### config.mk
export PLATFORM = sky130hd
export DESIGN_NAME = player_anim_sequencer_flat
export DESIGN_NICKNAME = d
export VERILOG_FILES = /design/src/rtl/player_anim_sequencer_if.sv /design/src/rtl/player_anim_sequencer.sv /design/src/flat_wrapper.sv
export SDC_FILE = /design/constraint.sdc
export NUM_CORES = 1
export LEC_CHECK = 0
export CAP_MARGIN = 20
export CORE_MARGIN = 2
export CORE_UTILIZATION = 30
export DETAILED_ROUTE_END_ITERATION = 6
export GPL_ROUTABILITY_DRIVEN = 0
export GPL_TIMING_DRIVEN = 0
export PLACE_DENSITY = 0.53
export SYNTH_ARGS = -nofsm -noshare
export SYNTH_HDL_FRONTEND = slang
export SYNTH_SLANG_ARGS = --single-unit
### constraint.sdc
create_clock -name Clk -period 2.7 [get_ports Clk]
set_input_delay 0.54 -clock Clk [delete_from_list [all_inputs] [get_ports Clk]]
set_output_delay 0.54 -clock Clk [all_outputs]
set_load 0.05 [all_outputs]
### src/rtl/player_anim_sequencer_if.sv
// Player state flags in, animation selection out; the sequencer sits on the slave side.
interface player_anim_sequencer_if;
    logic [1:0] gameState;
    logic       moving;
    logic       jumping;
    logic       aimUp;
    logic       aimDown;
    logic       dead;
    logic       Direction;
    logic [2:0] animSel;
    logic [2:0] frameIdx;
    logic       faceLeft;
    logic       animChange;
    logic       deathDone;

    modport master (
        output gameState, moving, jumping, aimUp, aimDown, dead, Direction,
        input  animSel, frameIdx, faceLeft, animChange, deathDone
    );

    modport slave (
        input  gameState, moving, jumping, aimUp, aimDown, dead, Direction,
        output animSel, frameIdx, faceLeft, animChange, deathDone
    );
endinterface

### src/rtl/player_anim_sequencer.sv
// Picks the active player animation and steps its frame index once per FRAME_DIV frame ticks.
module player_anim_sequencer #(
    parameter int unsigned FRAME_DIV   = 6,
    parameter int unsigned RUN_FRAMES  = 6,
    parameter int unsigned RL_FRAMES   = 3,
    parameter int unsigned JUMP_FRAMES = 4,
    parameter int unsigned DEAD_FRAMES = 5
) (
    input  logic                          Clk,
    input  logic                          Reset,
    input  logic                          frame_clk,
    player_anim_sequencer_if.slave        bus
);

    typedef enum logic [2:0] {
        ANIM_WAIT    = 3'd0,
        ANIM_RUN     = 3'd1,
        ANIM_JUMP    = 3'd2,
        ANIM_UP      = 3'd3,
        ANIM_DOWN    = 3'd4,
        ANIM_UP_RL   = 3'd5,
        ANIM_DOWN_RL = 3'd6,
        ANIM_DEAD    = 3'd7
    } anim_e;

    localparam logic [5:0] DIV_LAST  = 6'(FRAME_DIV - 1);
    localparam logic [2:0] DEAD_LAST = 3'(DEAD_FRAMES - 1);

    anim_e      state_q, state_d;
    logic [2:0] frame_q, frame_d;
    logic [5:0] div_q, div_d;
    logic       face_q, face_d;
    logic       chg_q, chg_d;
    logic       done_q, done_d;
    logic       frame_clk_q;
    logic       tick;
    logic       playing;
    anim_e      target;

    // Looping animations wrap, DEAD saturates on its last frame, single-frame ones stay at 0.
    function automatic logic [2:0] next_frame(anim_e a, logic [2:0] f);
        logic [2:0] last;
        logic [2:0] nf;
        nf = 3'd0;
        case (a)
            ANIM_RUN:                last = 3'(RUN_FRAMES - 1);
            ANIM_JUMP:               last = 3'(JUMP_FRAMES - 1);
            ANIM_UP_RL, ANIM_DOWN_RL: last = 3'(RL_FRAMES - 1);
            ANIM_DEAD:               last = DEAD_LAST;
            default:                 last = 3'd0;
        endcase
        if (a == ANIM_DEAD) begin
            nf = (f >= last) ? last : f + 3'd1;
        end else begin
            nf = (f >= last) ? 3'd0 : f + 3'd1;
        end
        return nf;
    endfunction

    function automatic anim_e pick_anim(logic dd, logic jp, logic mv, logic up, logic dn);
        anim_e a;
        if (dd)            a = ANIM_DEAD;
        else if (jp)       a = ANIM_JUMP;
        else if (mv && up) a = ANIM_UP_RL;
        else if (mv && dn) a = ANIM_DOWN_RL;
        else if (mv)       a = ANIM_RUN;
        else if (up)       a = ANIM_UP;
        else if (dn)       a = ANIM_DOWN;
        else               a = ANIM_WAIT;
        return a;
    endfunction

    assign tick    = frame_clk & ~frame_clk_q;
    assign playing = (bus.gameState == 2'd1);

    always_ff @(posedge Clk) begin
        if (Reset) begin
            state_q     <= ANIM_WAIT;
            frame_q     <= 3'd0;
            div_q       <= 6'd0;
            face_q      <= 1'b0;
            chg_q       <= 1'b0;
            done_q      <= 1'b0;
            frame_clk_q <= 1'b0;
        end else begin
            state_q     <= state_d;
            frame_q     <= frame_d;
            div_q       <= div_d;
            face_q      <= face_d;
            chg_q       <= chg_d;
            done_q      <= done_d;
            frame_clk_q <= frame_clk;
        end
    end

    always_comb begin
        state_d = state_q;
        frame_d = frame_q;
        div_d   = div_q;
        face_d  = face_q;
        chg_d   = 1'b0;
        done_d  = 1'b0;
        target  = state_q;

        if (tick && state_q != ANIM_DEAD) begin
            face_d = bus.Direction;
        end

        // Leaving PLAY forces WAIT every cycle, independent of ticks and of DEAD.
        if (!playing) begin
            state_d = ANIM_WAIT;
            frame_d = 3'd0;
            div_d   = 6'd0;
            chg_d   = (state_q != ANIM_WAIT);
        end else if (tick) begin
            if (state_q == ANIM_DEAD) begin
                target = ANIM_DEAD;
            end else begin
                target = pick_anim(bus.dead, bus.jumping, bus.moving, bus.aimUp, bus.aimDown);
            end

            if (target != state_q) begin
                state_d = target;
                frame_d = 3'd0;
                div_d   = 6'd0;
                chg_d   = 1'b1;
                done_d  = (target == ANIM_DEAD) && (DEAD_FRAMES == 1);
            end else if (div_q == DIV_LAST) begin
                div_d   = 6'd0;
                frame_d = next_frame(state_q, frame_q);
                done_d  = (state_q == ANIM_DEAD) && (frame_q != DEAD_LAST) && (frame_d == DEAD_LAST);
            end else begin
                div_d = div_q + 6'd1;
            end
        end
    end

    assign bus.animSel    = state_q;
    assign bus.frameIdx   = frame_q;
    assign bus.faceLeft   = face_q;
    assign bus.animChange = chg_q;
    assign bus.deathDone  = done_q;

endmodule

### src/flat_wrapper.sv
// flat-port wrapper written by rule: the top's interface ports become plain ports
module player_anim_sequencer_flat 
#(
    parameter int unsigned FRAME_DIV   = 6,
    parameter int unsigned RUN_FRAMES  = 6,
    parameter int unsigned RL_FRAMES   = 3,
    parameter int unsigned JUMP_FRAMES = 4,
    parameter int unsigned DEAD_FRAMES = 5
)
  (Clk, Reset, frame_clk, bus_gameState, bus_moving, bus_jumping, bus_aimUp, bus_aimDown, bus_dead, bus_Direction, bus_animSel, bus_frameIdx, bus_faceLeft, bus_animChange, bus_deathDone);
  player_anim_sequencer_if bus_i ();
  input  logic Clk;
  input  logic Reset;
  input  logic frame_clk;
  input wire logic [$bits(bus_i.gameState)-1:0] bus_gameState;
  input wire logic [$bits(bus_i.moving)-1:0] bus_moving;
  input wire logic [$bits(bus_i.jumping)-1:0] bus_jumping;
  input wire logic [$bits(bus_i.aimUp)-1:0] bus_aimUp;
  input wire logic [$bits(bus_i.aimDown)-1:0] bus_aimDown;
  input wire logic [$bits(bus_i.dead)-1:0] bus_dead;
  input wire logic [$bits(bus_i.Direction)-1:0] bus_Direction;
  output wire logic [$bits(bus_i.animSel)-1:0] bus_animSel;
  output wire logic [$bits(bus_i.frameIdx)-1:0] bus_frameIdx;
  output wire logic [$bits(bus_i.faceLeft)-1:0] bus_faceLeft;
  output wire logic [$bits(bus_i.animChange)-1:0] bus_animChange;
  output wire logic [$bits(bus_i.deathDone)-1:0] bus_deathDone;
  assign bus_i.gameState = bus_gameState;
  assign bus_i.moving = bus_moving;
  assign bus_i.jumping = bus_jumping;
  assign bus_i.aimUp = bus_aimUp;
  assign bus_i.aimDown = bus_aimDown;
  assign bus_i.dead = bus_dead;
  assign bus_i.Direction = bus_Direction;
  assign bus_animSel = bus_i.animSel;
  assign bus_frameIdx = bus_i.frameIdx;
  assign bus_faceLeft = bus_i.faceLeft;
  assign bus_animChange = bus_i.animChange;
  assign bus_deathDone = bus_i.deathDone;
  player_anim_sequencer #(.FRAME_DIV(FRAME_DIV), .RUN_FRAMES(RUN_FRAMES), .RL_FRAMES(RL_FRAMES), .JUMP_FRAMES(JUMP_FRAMES), .DEAD_FRAMES(DEAD_FRAMES)) u_core (.Clk(Clk), .Reset(Reset), .frame_clk(frame_clk), .bus(bus_i));
endmodule
==> Word-level counts from Yosys, hierarchy flattened <==
Index checks and enable logic that the tools add are counted.
{ "op_classes": {"reduce_logical": 12, "eq_ne": 11, "add_sub_neg": 2, "n_bitwise": 5, "n_mux": 29, "magnitude_cmp": 1} }
{ "op_table": {"columns": ["op", "count"], "rows": [
  ["$mux 3", 23],
  ["$eq 3x3->1 const B", 4],
  ["$mux 6", 2],
  ["$pmux 3 s4", 1],
  ["$add 6x1->6 const B", 1],
  ["$eq 6x3->1 const B", 1],
  ["$ne 3x3->1 const B", 2],
  ["$logic_and 1x1->1", 5],
  ["$reduce_or 5->1", 1],
  ["$not 1->1", 4],
  ["$reduce_and 2->1", 2],
  ["$reduce_or 2->1", 2],
  ["$add 3x1->3 const B", 1],
  ["$eq 3x1->1 const B", 1],
  ["$eq 3x2->1 const B", 1],
  ["$ge 3x3->1", 1],
  ["$mux 1", 3],
  ["$ne 3x3->1", 1],
  ["$reduce_bool 3->1", 1],
  ["$eq 2x1->1 const B", 1],
  ["$reduce_bool 2->1", 1],
  ["$and 1x1->1", 1]
]} }
{ "word_totals": {"output_inout_bits": 9, "input_bits": 11, "elab_cells": 67, "register_bits": 16} }

==> Depth between registers and ports, before layout <==
{ "logic_depth": {"ltp_word": 23, "ltp_mapped": 10, "mapped_depth_nobuf": 9} }

==> Worst setup path before layout <==
Ideal clock, no wire load.
{ "synth_path": {"path_kind": "register to register", "start": "register u_core.state_q[0], in the netlist u_core.bus.animSel[0]", "end": "register u_core.frame_q[2], in the netlist u_core.bus.frameIdx[2]", "setup_ns": 0.125, "setup_slack_ns": 0.060, "n_path_buf": 1, "t_required_ns": 2.575, "period_less_slack_ns": 2.640, "path_stages_with_launch": 11, "arrival_time_ns": 2.515, "cell_sequence": "dfxtp_1 > clkbuf_1 > nor2b_1 > o21ba_2 > ha_1 > nand2b_1 > a21o_1 > a21oi_1 > nor2_1 > o311ai_0 > nand2_1"} }
{ "synth_via": {"elab_chain_cells": 16, "elab_cells_between_ends": 27, "classes_between": "order compare (1); eq/ne (6); mux (17); reduce/logical (3)"} }
{ "synth_rtl": {"columns": ["item", "line_no", "text"], "rows": [
  ["start, declared", "player_anim_sequencer.sv:29", "anim_e state_q, state_d;"],
  ["start signal, assigned", "player_anim_sequencer.sv:86", "state_q <= state_d;"],
  ["$eq 3x3->1", "player_anim_sequencer.sv:45", "case (a)"],
  ["$reduce_or 2->1", "player_anim_sequencer.sv:45", null],
  ["$pmux 3 s4", "player_anim_sequencer.sv:45", null],
  ["$mux 3", "player_anim_sequencer.sv:128", "end else if (div_q == DIV_LAST) begin"],
  ["$mux 3", "player_anim_sequencer.sv:122", "if (target != state_q) begin"],
  ["$mux 3", "player_anim_sequencer.sv:115", "end else if (tick) begin"],
  ["$mux 3", "player_anim_sequencer.sv:110", "if (!playing) begin"],
  ["$ge 3x3->1", "player_anim_sequencer.sv:53, player_anim_sequencer.sv:55", null],
  ["$mux 3 (on tied branches)", "player_anim_sequencer.sv:55, player_anim_sequencer.sv:53", null],
  ["$mux 3", "player_anim_sequencer.sv:52", "if (a == ANIM_DEAD) begin"],
  ["$mux 3", "player_anim_sequencer.sv:128", null],
  ["$mux 3", "player_anim_sequencer.sv:122", null],
  ["$mux 3", "player_anim_sequencer.sv:115", null],
  ["$mux 3", "player_anim_sequencer.sv:110", null],
  ["$mux 3", "player_anim_sequencer.sv:128", null],
  ["$mux 3", "player_anim_sequencer.sv:122", null],
  ["end signal, assigned", "player_anim_sequencer.sv:87", "frame_q <= frame_d;"],
  ["end, declared", "player_anim_sequencer.sv:30", "logic [2:0] frame_q, frame_d;"]
]} }
Parallel ways exist; a longest one is shown, timed or not. The select of a mux whose other input is x is not followed.
A chain may end at the register's enable or synchronous reset.

==> Final worst setup path <==
{ "layout_path": {"start": "input port bus_aimUp", "end": "register u_core.div_q[3]"} }
{ "layout_via": {"elab_chain_cells": 11, "elab_cells_between_ends": 12, "classes_between": "eq/ne (1); mux (10); reduce/logical (1)"} }
{ "layout_rtl": {"columns": ["item", "line_no", "text"], "rows": [
  ["start, declared", "flat_wrapper.sv:18", "input wire logic [$bits(bus_i.aimUp)-1:0] bus_aimUp;"],
  ["$mux 3", "player_anim_sequencer.sv:67", "else if (up) a = ANIM_UP;"],
  ["$mux 3", "player_anim_sequencer.sv:66", "else if (mv) a = ANIM_RUN;"],
  ["$mux 3", "player_anim_sequencer.sv:65", "else if (mv && dn) a = ANIM_DOWN_RL;"],
  ["$mux 3 (*)", "player_anim_sequencer.sv:64", "else if (mv && up) a = ANIM_UP_RL;"],
  ["$mux 3 (*)", "player_anim_sequencer.sv:63", "else if (jp) a = ANIM_JUMP;"],
  ["$mux 3 (*)", "player_anim_sequencer.sv:62", "if (dd) a = ANIM_DEAD;"],
  ["$mux 3 (*)", "player_anim_sequencer.sv:116", "if (state_q == ANIM_DEAD) begin"],
  ["$mux 3 (*)", "player_anim_sequencer.sv:115", null],
  ["$mux 3 (*)", "player_anim_sequencer.sv:110", null],
  ["$ne 3x3->1 (*)", "player_anim_sequencer.sv:122", null],
  ["$mux 6 (*)", "player_anim_sequencer.sv:122", null],
  ["end signal, assigned", "player_anim_sequencer.sv:88", "div_q <= div_d;"],
  ["end, declared", "player_anim_sequencer.sv:31", "logic [5:0] div_q, div_d;"]
]} }
Every way passes the cells marked *; elsewhere a longest branch is shown, timed or not. The select of a mux whose other input is x is not followed.

==> out/results.txt <==
outcome = finished clean
first-pass GRT wire length = 4180 um
cell taking the most area after synthesis = dfxtp_1
sequential share of the synthesized area = 0.297
Core Footprint = 3390 um^2
TritonCTS buffer count = 3
# DRC = 0
mapped cell area = 1080 um^2
CTS tree = done
min Tclk post-route = 2.44 ns
First-pass DRT Iterations = 4
Fin. Hold Viols = 0
ys flop type = dfxtp_1
vias in the first global route = 956
Pwr Density = 358 nW/um^2
crit path max fanout = 9
CTS clk-pin slew, worst paths = 0.10 ns
Hold Path Stages = 2
RSZ-0062 raised after global routing = no
maxcap violations = 0
FF+latch count, synth = 16
pin count of the biggest net entering global routing = 11
capture point of the worst reg-to-reg path = u_core.bus.frameIdx[2]
async set-reset flop share out of synthesis = 0
top post-synthesis cells by count = 16 x dfxtp_1, 12 x nor2_1, 10 x a21oi_1, 10 x nand3_1
Area Overhead vs Synth = 26.8%
WS Path Type = in -> reg
Tot GR Track Use = 0.127
gr ovfl total = 0
top-area cell type share of the netlist area = 0.297
Starting Density = 0.318
Antenna diodes = 0
met2 wire len = 1220 um
DPL Wire Length = 1890 um
Slew HR = 0.665
Warnings, synthesis = 0
Top Metal Used = met4
Worst EP required = 2.93 ns
peak supply drop = 0.148 mV
most instantiated library cell after synthesis = dfxtp_1
crit path launch type = primary input
hold path start = u_core.div_q[4]
Worst Clk Skew = 0.00366 ns
initial antenna violation count = 0
Detail Route Antenna Nets = 0
die width = 64.0 um
final setup fails = 0
Avg Inst Size Synth = 8.17 um^2
worst-skew pair later-pin latency = 0.29 ns
syn_nets = 150
clock sinks = 16
Area contributors post-synth = dfxtp_1 30%, ha_1 8.1%, a21oi_1 4.6%
Final #Nets = 174
Slew Limit Fails = 0
Slew @ Worst Pin = 0.500 ns
R2R depth = 10
Leakage Power = 0.487 nW
Fin Hold WS = 0.505 ns
vias = 989
fin crit share = 0.904
Avg WL per Cell = 12.2 um
IO Port Bufs = 19
Setup crit end kind = register
Post-synth EDFFs = 0
# rows = 21
origin of the critical flop-to-flop path = u_core.bus.animSel[0]
IO Pins = 20
Hold Path End = u_core.div_q[4]
share of layout cells above drive strength 1 = 0.0839
Unique masters post-synth = 38
fmax = 410 MHz
Cells after Synth = 132
Avg Vias per Cell = 4.92
Hold Crit Class = reg -> reg
DR WL met3 = 50 um
DR iter-0 viols = 24
CTS H-tree depth = 1
die span in y = 64.0 um
die area = 4090 um^2
CTS Buffer Depth = 2
met1 WL = 1170 um
clk root buf = clkbuf_4
DRT Wirelength = 2460 um
Critical Path AT = 2.67 ns
Core Util, Final = 0.403
R2R setup slack = 0.33 ns
cts-stage hold buffer count = 0
[placed cells by master, fill, tap and decap left out, types with 2 or more instances in the layout]
cell type and instances:
inv_1 8, clkdlybuf4s50_1 19, ha_1 7, o211ai_1 2, a211oi_1 3, nor3_1 3
o21ai_1 6, a21o_1 2, a32oi_1 2, clkbuf_4 3, nand4_1 2, nand2_1 8
nand3_1 10, and3b_1 2, o21ai_0 3, dfxtp_1 16, clkbuf_1 2, nor2b_1 7
o31a_1 2, xnor2_1 2, nand2b_1 5, a21oi_1 9, nor2_1 12
[kinds of logic (layout without fill, tap and decap cells)]
family          Yosys count  after routing  synth area share
compound gates           38             38             0.259
xor+xnor                  2              2            0.0162
fa+ha+maj                 7              7            0.0812
buf+inv                  13             36            0.0557
flops                    16             16             0.297
simple gates             56             56             0.291
[timing repair]
action / CTS / global route
gates resized for setup: 0 / 3
setup buffers: 0 / 0
endpoints found under the setup margin: 0 / 1
[critical path, stage by stage]
cell	delay, ns
clkdlybuf4s50_1	0.60
nor2b_1	0.15
a2111oi_4	0.41
xnor2_1	0.19
nor4b_4	0.52
a21oi_1	0.13
o21ai_1	0.14
[power by group]
| part | internal, mW | switching, mW |
|---|---|---|
| registers | 0.240 | 0.00167 |
| clock network | 0.0821 | 0.0806 |
| logic | 0.0384 | 0.0478 |
[state kept, by name (all words and copies together), names as in the netlist]
| signal | count |
|---|---|
| u_core.div_q | 6 |
| u_core.bus.animSel | 3 |
| u_core.bus.frameIdx | 3 |
| u_core.bus.animChange | 1 |
| u_core.bus.deathDone | 1 |
| u_core.bus.faceLeft | 1 |
| u_core.frame_clk_q | 1 |
[area by class of cell]
class / instances / area (um^2)
Buffer: 5 / 31.3
Clock buffer: 4 / 36.3
Fill cell: 347 / 2020
Inverter: 8 / 30.0
Multi-Input combinational cell: 103 / 702
Sequential cell: 16 / 320
Tap cell: 46 / 57.6
Timing Repair Buffer: 19 / 190
[per-stage QoR]
step	TNS [ns]	area, um^2	cells	setup WS [ns]	power (mW)
finish	0	1370	201	0.260	0.490
global route	0	1370	201	0.0607	0.512
CTS	0	1360	201	0.0663	0.496
detailed placement	-0.147	1330	197	-0.0557	0.333
global placement	-0.0569	1330	197	-0.0272	0.332
floorplan	0	1080	132	0.0603	0.299
[per-layer routing]
layer	vias to the layer above	global-route usage
li1	530	-
met1	446	0.151
met2	11	0.228
met3	2	0.0176
met4	0	0.0489
met5	-	0
[how the worst max path moves through the flow]
stage,from,endpoint,slack [ns]
2_1_floorplan,u_core.bus.animSel[0],u_core.bus.frameIdx[2],0.06
3_3_place_gp,bus_aimUp,u_core.div_q[3],-0.03
3_5_place_dp,bus_aimUp,u_core.div_q[3],-0.06
4_1_cts,u_core.bus.animSel[0],u_core.bus.frameIdx[2],0.07
5_1_grt,u_core.bus.animSel[0],u_core.bus.frameIdx[2],0.06
6_report,bus_aimUp,u_core.div_q[3],0.26
No activity file was read; power rests on OpenSTA's default activity.
